### src/rtl/alu_share_ctrl_pkg.sv
// alu_share_ctrl_pkg: shared widths, ALU command/flag encodings and controller states
package alu_share_ctrl_pkg;
  localparam int DATA_W = 8;
  localparam int CMD_W = 4;
  localparam int RES_W = 16;
  localparam int FLAG_W = 3;
  localparam int ALU_REQ_NUM = 2;
  localparam int FLAG_NEG = 0;
  localparam int FLAG_CARRY = 1;
  localparam int FLAG_ZERO = 2;
  localparam logic [CMD_W-1:0] ALU_ADD = 4'd0;
  localparam logic [CMD_W-1:0] ALU_SUB = 4'd1;
  localparam logic [CMD_W-1:0] ALU_AND = 4'd2;
  localparam logic [CMD_W-1:0] ALU_OR = 4'd3;
  localparam logic [CMD_W-1:0] ALU_XOR = 4'd4;
  localparam logic [CMD_W-1:0] ALU_PASSTHROUGH = 4'd5;
  typedef enum logic [1:0] {
    ACTL_IDLE = 2'd0,
    ACTL_EXEC = 2'd1,
    ACTL_RESP = 2'd2
  } actl_state_e;
endpackage

### src/rtl/alu.sv
// alu: combinational 8-bit ALU with {Zero, Carry, Negative} flags, output forced to 0 in reset
module alu
  import alu_share_ctrl_pkg::*;
(
  input  logic              reset,
  input  logic [DATA_W-1:0] a,
  input  logic [DATA_W-1:0] b,
  input  logic [CMD_W-1:0]  cmnd,
  output logic [RES_W-1:0]  result,
  output logic [FLAG_W-1:0] flags
);
  logic [DATA_W:0] s;
  always_comb begin
    case (cmnd)
      ALU_ADD:         s = {1'b0, a} + {1'b0, b};
      ALU_SUB:         s = {1'b0, a} - {1'b0, b};
      ALU_AND:         s = {1'b0, a & b};
      ALU_OR:          s = {1'b0, a | b};
      ALU_XOR:         s = {1'b0, a ^ b};
      ALU_PASSTHROUGH: s = {1'b0, b};
      default:         s = '0;
    endcase
    result = reset ? RES_W'(s) : '0;
    flags = '0;
    flags[FLAG_ZERO] = (result[DATA_W-1:0] == '0);
    flags[FLAG_CARRY] = result[DATA_W];
    flags[FLAG_NEG] = result[DATA_W-1];
  end
endmodule

### src/rtl/alu_share_ctrl_rr_arb2.sv
// rr_arb2: two-way round-robin arbiter; on contention the port not granted last wins
module rr_arb2 (
  input  logic [1:0] req,
  input  logic       last,
  output logic [1:0] gnt
);
  assign gnt = (req == 2'b11) ? (last ? 2'b01 : 2'b10) : req;
endmodule

### src/rtl/alu_share_ctrl.sv
// alu_share_ctrl: shares one ALU between execute (port 0) and address unit (port 1)
module alu_share_ctrl
  import alu_share_ctrl_pkg::*;
(
  input  logic                   clk,
  input  logic                   reset,
  input  logic [ALU_REQ_NUM-1:0] req_valid,
  output logic [ALU_REQ_NUM-1:0] req_ready,
  input  logic [DATA_W-1:0]      req0_a,
  input  logic [DATA_W-1:0]      req0_b,
  input  logic [CMD_W-1:0]       req0_cmnd,
  input  logic [DATA_W-1:0]      req1_a,
  input  logic [DATA_W-1:0]      req1_b,
  input  logic [CMD_W-1:0]       req1_cmnd,
  output logic                   rsp_valid,
  input  logic                   rsp_ready,
  output logic                   rsp_id,
  output logic [RES_W-1:0]       rsp_result,
  output logic [FLAG_W-1:0]      rsp_flags,
  output logic [FLAG_W-1:0]      arch_flags,
  output logic                   busy
);
  actl_state_e state_q, state_d;
  logic [DATA_W-1:0] op_a_q, op_a_d, op_b_q, op_b_d;
  logic [CMD_W-1:0] op_cmnd_q, op_cmnd_d;
  logic op_id_q, op_id_d, last_q, last_d, rsp_valid_q, rsp_valid_d, rsp_id_q, rsp_id_d;
  logic [RES_W-1:0] rsp_result_q, rsp_result_d, alu_result;
  logic [FLAG_W-1:0] rsp_flags_q, rsp_flags_d, arch_flags_q, arch_flags_d, alu_flags;
  logic [1:0] gnt;
  logic accept, sel;
  rr_arb2 u_arb (.req(req_valid), .last(last_q), .gnt(gnt));
  // ALU sees only the op regs, so request-port changes never reach the result path
  alu u_alu (.reset(reset), .a(op_a_q), .b(op_b_q), .cmnd(op_cmnd_q), .result(alu_result),
             .flags(alu_flags));
  assign req_ready = (reset && state_q == ACTL_IDLE) ? gnt : '0;
  assign accept = |(req_valid & req_ready);
  assign sel = req_ready[1];
  always_comb begin
    state_d = state_q;
    op_a_d = op_a_q;
    op_b_d = op_b_q;
    op_cmnd_d = op_cmnd_q;
    op_id_d = op_id_q;
    last_d = last_q;
    rsp_valid_d = rsp_valid_q;
    rsp_id_d = rsp_id_q;
    rsp_result_d = rsp_result_q;
    rsp_flags_d = rsp_flags_q;
    arch_flags_d = arch_flags_q;
    case (state_q)
      ACTL_IDLE: if (accept) begin
        op_a_d = sel ? req1_a : req0_a;
        op_b_d = sel ? req1_b : req0_b;
        op_cmnd_d = sel ? req1_cmnd : req0_cmnd;
        op_id_d = sel;
        last_d = sel;
        state_d = ACTL_EXEC;
      end
      ACTL_EXEC: begin
        rsp_result_d = alu_result;
        rsp_flags_d = alu_flags;
        rsp_id_d = op_id_q;
        rsp_valid_d = 1'b1;
        arch_flags_d = op_id_q ? arch_flags_q : alu_flags;
        state_d = ACTL_RESP;
      end
      ACTL_RESP: if (rsp_ready) begin
        rsp_valid_d = 1'b0;
        state_d = ACTL_IDLE;
      end
      default: state_d = ACTL_IDLE;
    endcase
  end
  always_ff @(posedge clk or negedge reset) begin
    if (!reset) begin
      state_q <= ACTL_IDLE;
      op_a_q <= '0;
      op_b_q <= '0;
      op_cmnd_q <= '0;
      op_id_q <= 1'b0;
      last_q <= 1'b1;
      rsp_valid_q <= 1'b0;
      rsp_id_q <= 1'b0;
      rsp_result_q <= '0;
      rsp_flags_q <= '0;
      arch_flags_q <= '0;
    end else begin
      state_q <= state_d;
      op_a_q <= op_a_d;
      op_b_q <= op_b_d;
      op_cmnd_q <= op_cmnd_d;
      op_id_q <= op_id_d;
      last_q <= last_d;
      rsp_valid_q <= rsp_valid_d;
      rsp_id_q <= rsp_id_d;
      rsp_result_q <= rsp_result_d;
      rsp_flags_q <= rsp_flags_d;
      arch_flags_q <= arch_flags_d;
    end
  end
  assign rsp_valid = rsp_valid_q;
  assign rsp_id = rsp_id_q;
  assign rsp_result = rsp_result_q;
  assign rsp_flags = rsp_flags_q;
  assign arch_flags = arch_flags_q;
  assign busy = (state_q != ACTL_IDLE);
endmodule

### config.mk
export PLATFORM = sky130hd
export DESIGN_NAME = alu_share_ctrl
export DESIGN_NICKNAME = d
export VERILOG_FILES = /design/src/rtl/alu_share_ctrl_pkg.sv /design/src/rtl/alu.sv /design/src/rtl/alu_share_ctrl_rr_arb2.sv /design/src/rtl/alu_share_ctrl.sv
export SDC_FILE = /design/constraint.sdc
export NUM_CORES = 1
export LEC_CHECK = 0
export CAP_MARGIN = 20
export CORE_UTILIZATION = 40
export CTS_CLUSTER_DIAMETER = 40
export CTS_CLUSTER_SIZE = 16
export DETAILED_ROUTE_END_ITERATION = 10
export PLACE_DENSITY_LB_ADDON = 0.2
export RECOVER_POWER = 25
export SYNTH_ARGS = -nofsm -noshare
export SYNTH_HDL_FRONTEND = slang
export SYNTH_SLANG_ARGS = --single-unit
### constraint.sdc
create_clock -name clk -period 3.2 [get_ports clk]
set_input_delay 0.64 -clock clk [delete_from_list [all_inputs] [get_ports clk]]
set_output_delay 0.64 -clock clk [all_outputs]
set_load 0.005 [all_outputs]
==> out/qor.csv <==
stage;metric;value;unit
run_status;status;finished clean;
worst_setup_path;endpoint;rsp_flags[2];
timing;final.min_clock_period;2.916;ns
floorplan;rows;30;
timing;setup_viol;0;
hold_path;hold_class;in2async;
placed_design;io_buffer_count;64;
power;pwr_density_cell;1056;nW/µm²
clocking;cts_buffer_depth;2;
floorplan;io_pins;72;
worst_setup_path;reg2reg_depth;11;
synthesis;synth_warnings;0;
worst_setup_path;crit_required;3.38;ns
timing;clock.fmax;0.3430;GHz
grt;antenna_found_initial;0;
finish;synthToLayoutAreaGrowth;28.56;%
clocking;clock_sinks;39;
power;p_leak;0.001662;µW
run;maxCapViolCount;0;
floorplan;start_util;0.4181;
floorplan;core;6832;µm²
synthesis;synth-async-reset-ratio;1.000;
clocking;cts_root_buf;clkbuf_8;
floorplan;dieArea;7483;µm²
grt;grt_usage;0.1936;
timing;finalMaxSlewViolations;0;
finish;final_nets;490;
grt;grt_max_degree;44;
finish;final_cell_mix;nand2_1, clkdlybuf4s50_1, nor2_1, dfrtp_1, ha_1;
routing;vias_per_cell;5.037;
synthesis;netlist_area;2856;µm²
clocking;h-tree-depth;2;
worst_setup_path;crit_start;op_cmnd_q[1];
clocking;path_clk_slew;0.08;ns
clocking;clock_latency;0.29;ns
routing;dr_total_vias;2599;
timing;period_share;0.9112;
worst_setup_path;arrival;3.10;ns
routing;drtIter0Drc;90;
worst_setup_path;cp_max_fo;4;
placed_design;globalplace.congestion;0.8468;
routing;drt_wl_total;6568;µm
routing;route.detailed.drc;0;
floorplan;die_w;86.51;µm
timing;slew_headroom;0.2633;
worst_setup_path;r2r_setup_slack;0.28;ns
floorplan;die_h;86.51;µm
synthesis;synth.avg_cell_area;8.024;µm²
grt;overflow;0;
power;vdd_drop_max;0.3400;mV
finish;drive_above_1_share;0.05714;
clocking;cts_tree;yes;
timing;tns;0;ns
finish;diodes;0;
placed_design;placed_area;3571;µm²
worst_setup_path;r2r-start;op_cmnd_q[1];
clocking;cts_resized;0;
finish;fill_cells;683;
grt;grt_pass1_vias;2432;
clocking;post_cts_buffers;0;
timing;worst_pin_slew;1.105;ns
finish;final_common_cell;nand2_1;
synthesis;ys_seq_area_frac;0.3421;
clocking;cts_buffers;5;
worst_setup_path;reg2reg_to;rsp_flags[2];
synthesis;synth_seq_cells;39;
routing;ant_nets;0;
synthesis;synth_edf_count;0;
synthesis;synth.distinct_cells;50;
finish;design_area;3672;µm²
clocking;ctsHoldBuffers;0;
routing;drt_pass1_iterations;5;
routing;avgRoutedWirePerCell;12.73;µm
worst_setup_path;critical_path_class;reg2reg;
timing;hold_viol_final;0;
worst_setup_path;cp-end-kind;flop;
synthesis;synthCells;356;
timing;rsz0062_at_grt;false;
grt;grt_pass1_wl;11390;µm
placed_design;hpwl;5241;µm
worst_setup_path;start_kind;flop;
synthesis;synth-main-ff-cell;dfrtp_1;
timing;fin_skew;0.007335;ns
[critical path: stages (launching register included)]
cell and delay, ns:
dfrtp_1 0.39, nor2_2 0.22, and2_1 0.19, mux2_2 0.37, fa_1 0.44, nand2b_1 0.18, a21oi_1 0.18, nand2_1 0.07
o221ai_1 0.17, a31oi_1 0.14, nor2b_1 0.16, a32o_1 0.29
[per-layer routing]
| layer | wire, µm | vias up | track usage |
|---|---|---|---|
| met4 | 76 | 0 | 0.05455 |
| met1 | 3284 | 1169 | 0.2633 |
| li1 | - | 1338 | - |
| met2 | 2835 | 82 | 0.3059 |
| met3 | 372 | 10 | 0.04857 |
| met5 | 0 | - | 0 |
[registers in the layout, indices dropped and copies added (netlist names), 2 cells and up]
signal / flops
arch_flags: 3
state_q: 2
op_b_q: 8
rsp_flags: 3
rsp_result: 7
op_a_q: 8
op_cmnd_q: 4
[cells in the mapped netlist, drive strengths merged, types with 3 or more instances]
cell / count / area share
nor3b: 3 / 0.0079
nand2: 69 / 0.092
nor2: 43 / 0.057
inv: 24 / 0.032
a31oi: 24 / 0.053
a22oi: 4 / 0.011
nand2b: 5 / 0.011
a21oi: 17 / 0.030
and2: 3 / 0.0066
buf: 15 / 0.039
nor2b: 4 / 0.011
a221oi: 3 / 0.011
dfrtp: 38 / 0.33
clkbuf: 11 / 0.014
xnor2: 7 / 0.021
a41oi: 3 / 0.0092
o31ai: 3 / 0.0079
nor3: 3 / 0.0053
ha: 25 / 0.11
o21ai: 19 / 0.033
mux2i: 3 / 0.011
[worst min path at each step]
stage | endpoint | depth (start not counted) | slack [ns]
after detailed placement | last_q | 2 | 0.46
after floorplan | arch_flags[0] | 0 | 0.34
after CTS | op_id_q | 1 | 0.21
after global routing | rsp_valid | 1 | 0.38
after global placement | last_q | 2 | 0.46
final | op_id_q | 1 | 0.33
[where the power goes]
group | total, µW | switching [µW] | leakage, µW | internal, µW
sequential | 965 | 236 | 0.000477 | 729
clock | 410 | 178 | 0.0000514 | 233
combinational | 2500 | 1340 | 0.00113 | 1160
total | 3880 | 1760 | 0.00166 | 2120
[cell families after synthesis]
kind of cell	after synthesis	synth area share
and+or+nand+nor	138	0.2094
xor gates and xnor gates	8	0.02453
adders and majority gates	26	0.1165
muxes	5	0.01840
AOI/OAI and AO/OA	89	0.2024
DFF	39	0.3421
buffers and inverters	50	0.08541
other	1	0.001313
[area by class of cell]
type	count	area, µm²	share of cell area
multi-input combinational	273	1658	0.4514
tap	96	120.1	0.03271
timing repair buffer	76	716.9	0.1952
clock buffer	6	72.57	0.01976
sequential	39	977.2	0.2661
clock inverter	2	37.54	0.01022
inverter	24	90.09	0.02453
[stage by stage]
stage | utilization | hold slack (ns) | instances | setup WS, ns | total power [µW]
finish | 0.5375 | 0.3325 | 516 | 0.2842 | 3877
global route | 0.5375 | 0.3751 | 516 | 0.02582 | 4308
CTS | 0.5388 | 0.2086 | 516 | 0.2758 | 3891
detailed placement | 0.5227 | 0.4605 | 508 | 0.3247 | 3445
global placement | 0.5227 | 0.4567 | 508 | 0.3547 | 3402
floorplan | - | 0.3444 | 362 | 0.2370 | 2726
Note: power is estimated with default switching activity, not from simulation.
